<file path="config.mk">
export PLATFORM = sky130hd
export DESIGN_NAME = vae_bram_host_ctrl
export DESIGN_NICKNAME = d
export VERILOG_FILES = /design/src/rtl/vae_bram_pkg.sv /design/src/rtl/vae_bram_host_ctrl_row_packer.sv /design/src/rtl/vae_bram_host_ctrl.sv
export SDC_FILE = /design/constraint.sdc
export NUM_CORES = 1
export LEC_CHECK = 0
export CAP_MARGIN = 20
export CORE_MARGIN = 2
export CORE_UTILIZATION = 44
export CTS_CLUSTER_DIAMETER = 200
export CTS_CLUSTER_SIZE = 24
export DETAILED_ROUTE_END_ITERATION = 7
export GPL_TIMING_DRIVEN = 1
export PLACE_DENSITY = 0.81
export SYNTH_ARGS = -nofsm -noshare
export SYNTH_HDL_FRONTEND = slang
export SYNTH_SLANG_ARGS = --single-unit
</file>
<file path="constraint.sdc">
create_clock -name clk_i -period 6.03 [get_ports clk_i]
set_input_delay 0.603 -clock clk_i [delete_from_list [all_inputs] [get_ports clk_i]]
set_output_delay 0.603 -clock clk_i [all_outputs]
set_load 0.005 [all_outputs]
</file>
<file path="src/rtl/vae_bram_pkg.sv">
// Shared constants, state encoding and port-A write bundle for the
// forward_vae_bram host controller.
package vae_bram_pkg;

  localparam int DW           = 16;    // Q6.10 data word
  localparam int BW           = 64;    // packed BRAM row
  localparam int AW           = 4;     // BRAM address width
  localparam int N_ROWS       = 9;     // rows per BRAM / xout entries
  localparam int DONE_TIMEOUT = 1023;  // cycles allowed in WAIT_DONE

  localparam int FPR            = BW / DW;                       // fields per row
  localparam int WORDS_PER_BRAM = FPR * N_ROWS;                  // 36
  localparam int TOTAL_WORDS_W  = 3 * WORDS_PER_BRAM + N_ROWS;   // 117, weights + xin
  localparam int TOTAL_WORDS_X  = N_ROWS;                        // 9, xin only
  localparam int TO_W           = $clog2(DONE_TIMEOUT + 1);

  localparam logic [DW-1:0] Q_ONE    = 16'h0400;
  localparam logic [7:0]    WE_ALL   = 8'hff;
  localparam logic [AW-1:0] LAST_ROW = AW'(N_ROWS - 1);

  typedef enum logic [3:0] {
    S_IDLE,
    S_LD_WM,
    S_LD_WV,
    S_LD_W3,
    S_LD_XIN,
    S_START,
    S_WAIT_DONE,
    S_RD_REQ,
    S_RD_CAP,
    S_RD_OUT,
    S_ERR
  } state_t;

  // One BRAM port-A write, registered as a unit.
  typedef struct packed {
    logic          ena;
    logic [AW-1:0] addr;
    logic [BW-1:0] din;
    logic [7:0]    we;
  } wr_port_t;

endpackage

</file>
<file path="src/rtl/vae_bram_host_ctrl_row_packer.sv">
// 16->64 shift packer: the first word of a row lands in the top field,
// row_full_o flags the word that completes a row.
module vae_row_packer
  import vae_bram_pkg::*;
(
  input  logic          clk_i,
  input  logic          rst_i,
  input  logic          clear_i,
  input  logic          valid_i,
  input  logic [DW-1:0] data_i,
  output logic          row_full_o,
  output logic [BW-1:0] row_data_o
);

  localparam int FW = $clog2(FPR);
  localparam logic [FW-1:0] FIELD_LAST = FW'(FPR - 1);

  // Only the first FPR-1 fields need storage; the last one arrives on data_i.
  logic [BW-DW-1:0] shift_q;
  logic [FW-1:0]    field_q;

  assign row_full_o = valid_i && (field_q == FIELD_LAST);
  assign row_data_o = {shift_q, data_i};

  // Shift accepted words in and track the field position within the row.
  always_ff @(posedge clk_i) begin
    if (rst_i || clear_i) begin
      shift_q <= '0;
      field_q <= '0;
    end else if (valid_i) begin
      // NOTE: state registers use non-blocking assignments so every flop
      // samples the pre-edge values regardless of statement order.
      shift_q <= {shift_q[BW-2*DW-1:0], data_i};
      field_q <= (field_q == FIELD_LAST) ? '0 : field_q + 1'b1;
    end
  end

endmodule

</file>
<file path="src/rtl/vae_bram_host_ctrl.sv">
// Host-side sequencer for forward_vae_bram: loads the weight and xin BRAMs
// from a word stream, pulses start, waits for done and streams xout back.
module vae_bram_host_ctrl
  import vae_bram_pkg::*;
(
  input  logic          clk_i,
  input  logic          rst_i,
  input  logic          go_i,
  input  logic          load_w_i,
  input  logic          s_valid_i,
  output logic          s_ready_o,
  input  logic [DW-1:0] s_data_i,
  output logic          m_valid_o,
  input  logic          m_ready_i,
  output logic [DW-1:0] m_data_o,
  output logic          m_last_o,
  output logic          busy_o,
  output logic          err_o,
  output logic          wb2_m_ena_o,
  output logic [AW-1:0] wb2_m_addra_o,
  output logic [BW-1:0] wb2_m_dina_o,
  output logic [7:0]    wb2_m_wea_o,
  output logic          wb2_v_ena_o,
  output logic [AW-1:0] wb2_v_addra_o,
  output logic [BW-1:0] wb2_v_dina_o,
  output logic [7:0]    wb2_v_wea_o,
  output logic          wb3_ena_o,
  output logic [AW-1:0] wb3_addra_o,
  output logic [BW-1:0] wb3_dina_o,
  output logic [7:0]    wb3_wea_o,
  output logic          xin_ena_o,
  output logic [AW-1:0] xin_addra_o,
  output logic [DW-1:0] xin_dina_o,
  output logic [7:0]    xin_wea_o,
  output logic          start_o,
  input  logic          done_i,
  output logic          xout_enb_o,
  output logic [AW-1:0] xout_addrb_o,
  input  logic [DW-1:0] xout_doutb_i
);

  state_t          state_q;
  logic [AW-1:0]   row_q;      // row within the 64-bit BRAM being loaded
  logic [AW-1:0]   xidx_q;     // xin write address
  logic [AW-1:0]   rd_k_q;     // xout readback index
  logic [TO_W-1:0] tmo_q;      // cycles spent in WAIT_DONE
  logic            done_q;     // previous done level, for edge detection
  wr_port_t        wp_q [0:2]; // wb2_m, wb2_v, wb3
  logic            xin_ena_q;
  logic [AW-1:0]   xin_addr_q;
  logic [DW-1:0]   xin_din_q;
  logic [7:0]      xin_we_q;
  logic            start_q;
  logic            m_valid_q;
  logic [DW-1:0]   m_data_q;
  logic            m_last_q;
  logic            err_q;

  logic            load_w_st;
  logic            accept;
  logic            go_acc;
  logic            row_full;
  logic [BW-1:0]   row_data;
  logic [1:0]      bsel;
  state_t          nxt_ld;

  assign load_w_st = state_q inside {S_LD_WM, S_LD_WV, S_LD_W3};
  assign s_ready_o = load_w_st || (state_q == S_LD_XIN);
  assign accept    = s_valid_i && s_ready_o;
  assign go_acc    = go_i && (state_q inside {S_IDLE, S_ERR});
  assign busy_o    = !(state_q inside {S_IDLE, S_ERR});

  // The BRAM read is issued straight from RD_REQ so data is ready in RD_CAP.
  assign xout_enb_o   = (state_q == S_RD_REQ);
  assign xout_addrb_o = rd_k_q;

  vae_row_packer u_packer (
    .clk_i      (clk_i),
    .rst_i      (rst_i),
    .clear_i    (go_acc),
    .valid_i    (accept && load_w_st),
    .data_i     (s_data_i),
    .row_full_o (row_full),
    .row_data_o (row_data)
  );

  // Select the weight BRAM being loaded and the load state that follows it.
  always_comb begin
    // NOTE: every always_comb output gets a default first so no path can
    // leave it unassigned and infer a latch.
    bsel   = 2'd2;
    nxt_ld = S_LD_XIN;
    case (state_q)
      S_LD_WM: begin bsel = 2'd0; nxt_ld = S_LD_WV; end
      S_LD_WV: begin bsel = 2'd1; nxt_ld = S_LD_W3; end
      default: ;
    endcase
  end

  // Sequencer FSM with all strobes and stream outputs registered.
  always_ff @(posedge clk_i) begin
    if (rst_i) begin
      state_q    <= S_IDLE;
      row_q      <= '0;
      xidx_q     <= '0;
      rd_k_q     <= '0;
      tmo_q      <= '0;
      done_q     <= 1'b0;
      for (int b = 0; b < 3; b++) wp_q[b] <= '0;
      xin_ena_q  <= 1'b0;
      xin_addr_q <= '0;
      xin_din_q  <= '0;
      xin_we_q   <= '0;
      start_q    <= 1'b0;
      m_valid_q  <= 1'b0;
      m_data_q   <= '0;
      m_last_q   <= 1'b0;
      err_q      <= 1'b0;
    end else begin
      // Write strobes and start are single-cycle unless re-asserted below.
      for (int b = 0; b < 3; b++) begin
        wp_q[b].ena <= 1'b0;
        wp_q[b].we  <= '0;
      end
      xin_ena_q <= 1'b0;
      xin_we_q  <= '0;
      start_q   <= 1'b0;
      done_q    <= done_i;

      case (state_q)
        S_IDLE, S_ERR: begin
          if (go_i) begin
            err_q   <= 1'b0;
            row_q   <= '0;
            xidx_q  <= '0;
            rd_k_q  <= '0;
            state_q <= load_w_i ? S_LD_WM : S_LD_XIN;
          end
        end
        S_LD_WM, S_LD_WV, S_LD_W3: begin
          if (row_full) begin
            wp_q[bsel].ena  <= 1'b1;
            wp_q[bsel].we   <= WE_ALL;
            wp_q[bsel].addr <= row_q;
            wp_q[bsel].din  <= row_data;
            if (row_q == LAST_ROW) begin
              row_q   <= '0;
              state_q <= nxt_ld;
            end else begin
              row_q <= row_q + 1'b1;
            end
          end
        end
        S_LD_XIN: begin
          if (accept) begin
            xin_ena_q  <= 1'b1;
            xin_we_q   <= WE_ALL;
            xin_addr_q <= xidx_q;
            xin_din_q  <= s_data_i;
            if (xidx_q == LAST_ROW) begin
              xidx_q  <= '0;
              state_q <= S_START;
            end else begin
              xidx_q <= xidx_q + 1'b1;
            end
          end
        end
        S_START: begin
          start_q <= 1'b1;
          tmo_q   <= '0;
          state_q <= S_WAIT_DONE;
        end
        S_WAIT_DONE: begin
          if (done_i && !done_q) begin
            state_q <= S_RD_REQ;
          end else if (tmo_q == TO_W'(DONE_TIMEOUT - 1)) begin
            err_q   <= 1'b1;
            state_q <= S_ERR;
          end else begin
            tmo_q <= tmo_q + 1'b1;
          end
        end
        S_RD_REQ: state_q <= S_RD_CAP;
        S_RD_CAP: begin
          m_data_q  <= xout_doutb_i;
          m_valid_q <= 1'b1;
          m_last_q  <= (rd_k_q == LAST_ROW);
          state_q   <= S_RD_OUT;
        end
        S_RD_OUT: begin
          if (m_ready_i) begin
            m_valid_q <= 1'b0;
            m_last_q  <= 1'b0;
            if (rd_k_q == LAST_ROW) begin
              rd_k_q  <= '0;
              state_q <= S_IDLE;
            end else begin
              rd_k_q  <= rd_k_q + 1'b1;
              state_q <= S_RD_REQ;
            end
          end
        end
        default: state_q <= S_IDLE;
      endcase
    end
  end

  assign wb2_m_ena_o   = wp_q[0].ena;
  assign wb2_m_addra_o = wp_q[0].addr;
  assign wb2_m_dina_o  = wp_q[0].din;
  assign wb2_m_wea_o   = wp_q[0].we;
  assign wb2_v_ena_o   = wp_q[1].ena;
  assign wb2_v_addra_o = wp_q[1].addr;
  assign wb2_v_dina_o  = wp_q[1].din;
  assign wb2_v_wea_o   = wp_q[1].we;
  assign wb3_ena_o     = wp_q[2].ena;
  assign wb3_addra_o   = wp_q[2].addr;
  assign wb3_dina_o    = wp_q[2].din;
  assign wb3_wea_o     = wp_q[2].we;
  assign xin_ena_o     = xin_ena_q;
  assign xin_addra_o   = xin_addr_q;
  assign xin_dina_o    = xin_din_q;
  assign xin_wea_o     = xin_we_q;
  assign start_o       = start_q;
  assign m_valid_o     = m_valid_q;
  assign m_data_o      = m_data_q;
  assign m_last_o      = m_last_q;
  assign err_o         = err_q;

endmodule
</file>
==> metrics.cfg <==
[timing]
skew_ps = 25.44
finalCritPeriodShare_pct = 65.01
final-setup-viol-count = 0
hold_viol = 0
worst_slew_pin_slew_ps = 1025
slew_headroom_pct = 31.45
drv_slew = 0
min_period_ps = 3920
fin_hold_ws_ps = 454.4
timing.fmax_mhz = 255.1
grt_setup_unrepaired = no
fin_setup_tns_ps = 0

[clocking]
clk_path_buf_depth = 3
cts_sinks = 325
clock_latency_ps = 510
clk_root_buffer_cell = clkbuf_16
cts_hold_buf = 0
h-tree-depth = 1
postCtsResizedCells = 0
numCtsBuffers = 17
cts_setup_buffers = 0
clk_pin_slew_ps = 90
cts_tree = built

[synthesis]
syn_area_um2 = 12760
synthDistinctLibCells = 61
synth-compound-area-share_pct = 5.765
yosys-top-cells-area = edfxtp_1 48%, dfxtp_1 19%, and2_1 10%
syn_inst = 1085
yosys_warnings = 0
synth-adder-area-share_pct = 0.8824
synth_top_family_by_area = simple AND/OR/NAND/NOR gates
synth-edff-count = 204
synth_top_area_cell = edfxtp_1
ys_seq_area_share_pct = 66.98
yosys.area_share.simple_pct = 20.68
ys_ff_latch = 325
synth_mux_area_share_pct = 0.3431
synth_top_area_share_pct = 48.00
synth_xor_area_share_pct = 0.6176
synthFlopType = edfxtp_1
syn_nets = 1133
ys_async_sr_fraction_pct = 0
syn_area_per_cell_um2 = 11.76

[power_and_ir_drop]
power.internal_mw = 3.220
power_switching_mw = 1.066
power_density_nw_per_um2 = 259.7
clockPowerShare_pct = 28.7
p_comb_share_pct = 12.6
power_frac_seq_pct = 58.7
peakVddDrop_mv = 0.1618
total_power_mw = 4.286
p_leak_nw = 5.730
p_sw_share_pct = 24.87

[critical_path]
reg2reg_depth = 7
critPathKind = flop to flop
timing.rr.start = state_q[0]$_SDFFE_PP0P_
cp.required_ps = 6150
cp_max_fo = 70
r2r_end = wp_q[2][56]$_SDFFCE_PN0P_
setup.worst_path.end_class = flop
worstSetupStartpointType = flop
r2r_setup_slack_ps = 2110
critPathArrivalTime_ps = 4040

[placed_design]
routabilityCongestion = 0.8118
dp_cells = 1704
portBuffers = 325
hpwl_um = 21010

[outcome]
status = complete, no violations

[route]
detailedRoute.firstIterationViolations = 528
routed_wl_um = 30750
postRouteAntennaNets = 0
drc = 0
wl_per_cell_um = 17.74
vias = 8591
dr.pass1.iters = 7
vias_per_cell = 4.954

[worst_hold_path]
hold_end = m_data_o[3]$_SDFFE_PP0P_
worstHoldStart = m_data_o[3]$_SDFFE_PP0P_
min_delay_path_depth = 2
hp-class = flop to flop

[global_routing]
grt_max_degree = 71
grt_pass1_vias = 8293
grt_pass1_wl_um = 47110
grtUsageMet2_pct = 35.23
busiest_layer = met2
use_met3_pct = 4.746
grt_overflow_total = 0
grt_usage_pct = 19.62
grtUsageMet1_pct = 23.96
antenna_found_initial = 2

[cells_and_area]
final_cell_mix = 324 x clkdlybuf4s50_1, 208 x and2_1, 204 x edfxtp_1
drive_gt1_share_pct = 3.259
final_common_cell = clkdlybuf4s50_1
fin_nets = 1387
area_delta_synth_final_pct = 29.33
stdcell_count = 1734
diodes = 0

[floorplanning]
ios = 326
core_area_um2 = 28630
die_h_um = 174.3
start_util_pct = 44.58
die_x_um = 174.3
dieArea_um2 = 30380
fp-row-count = 62

[job]
drv_cap = 0

how the worst max path moves through the flow:
| stage | slack (ps) | endpoint | from |
|---|---|---|---|
| floorplan | 1450 | wp_q[0][10]$_SDFFCE_PN0P_ | s_valid_i |
| global placement | 1940 | wp_q[2][57]$_SDFFCE_PN0P_ | s_valid_i |
| detailed placement | 1850 | wp_q[2][59]$_SDFFCE_PN0P_ | s_valid_i |
| CTS | 2030 | wp_q[2][46]$_SDFFCE_PN0P_ | state_q[0]$_SDFFE_PP0P_ |
| global route | 1760 | wp_q[2][57]$_SDFFCE_PN0P_ | state_q[0]$_SDFFE_PP0P_ |
| finish | 2110 | wp_q[2][56]$_SDFFCE_PN0P_ | state_q[0]$_SDFFE_PP0P_ |
cells by family (layout without fill, tap and decap cells):
kind of cell	after synthesis	after routing
AND/OR/NAND/NOR	495	495
buffers and inverters	108	373
XOR/XNOR	9	9
AO/OA/AOI/OAI	135	135
adder cells (fa/ha/maj)	9	9
flip-flops	325	325
multiplexers	4	4
sequential cells by signal, summed over array words and instances (netlist names):
| signal | count |
|---|---|
| xout_addrb_o | 4 |
| wp_q | 207 |
| u_packer.shift_q | 48 |
| start_o | 1 |
| done_q | 1 |
| u_packer.field_q | 2 |
| m_last_o | 1 |
| xidx_q | 4 |
| m_valid_o | 1 |
| m_data_o | 16 |
| row_q | 4 |
| tmo_q | 10 |
| xin_dina_o | 16 |
| xin_wea_o | 1 |
| xin_addra_o | 4 |
| err_o | 1 |
| state_q | 4 |
power by group through the flow:
stage               clock (mW)  sequential (mW)  combinational (mW)
floorplan                    0             2.53               0.299
global placement             0             2.56               0.533
detailed placement           0             2.57               0.544
CTS                       1.26             2.52               0.547
global route              1.33             2.53               0.588
finish                    1.23             2.52               0.539
cell usage after synthesis (5+ instances only):
master	n
and2_1	208
edfxtp_1	204
nand2_1	191
dfxtp_1	121
a21oi_1	105
buf_4	34
clkbuf_1	34
nor2_1	23
buf_2	15
nand3_1	12
inv_1	11
ha_1	9
o21ai_0	8
buf_6	7
buf_1	6
nand4_1	6
or3_1	6
nand2b_1	5
nor3_1	5
xor2_1	5
worst max-delay path, cell delays in order (launching register included):
cell and delay, ps:
dfxtp_1 810, nor2_2 150, and3b_2 270, buf_4 420, nand3_4 230, a21oi_4 160, buf_4 520, or2_4 870
metrics by stage:
stage               setup slack (ps)  util (%)  instance area [µm²]
floorplan                       1455         -                12760
global placement                1938     55.94                16010
detailed placement              1846     55.94                16010
CTS                             2034     57.66                16510
global route                    1764     57.66                16510
finish                          2110     57.66                16510
cell type report:
| class | instances | area, µm² |
|---|---|---|
| well taps | 384 | 480.5 |
| multi-input cells | 652 | 3647 |
| clock inverters | 2 | 25.02 |
| fillers | 2283 | 12120 |
| repair buffers | 331 | 3293 |
| clock buffers | 28 | 466.7 |
| inverters | 12 | 45.04 |
| flip-flops and latches | 325 | 8548 |
layer usage:
metal | routed length, µm | vias to the layer above
met5 | 0 | -
met4 | 509 | 0
met3 | 2357 | 30
met2 | 15650 | 309
met1 | 12240 | 4108
li1 | - | 4144
Power figures use the tool's default switching activity.
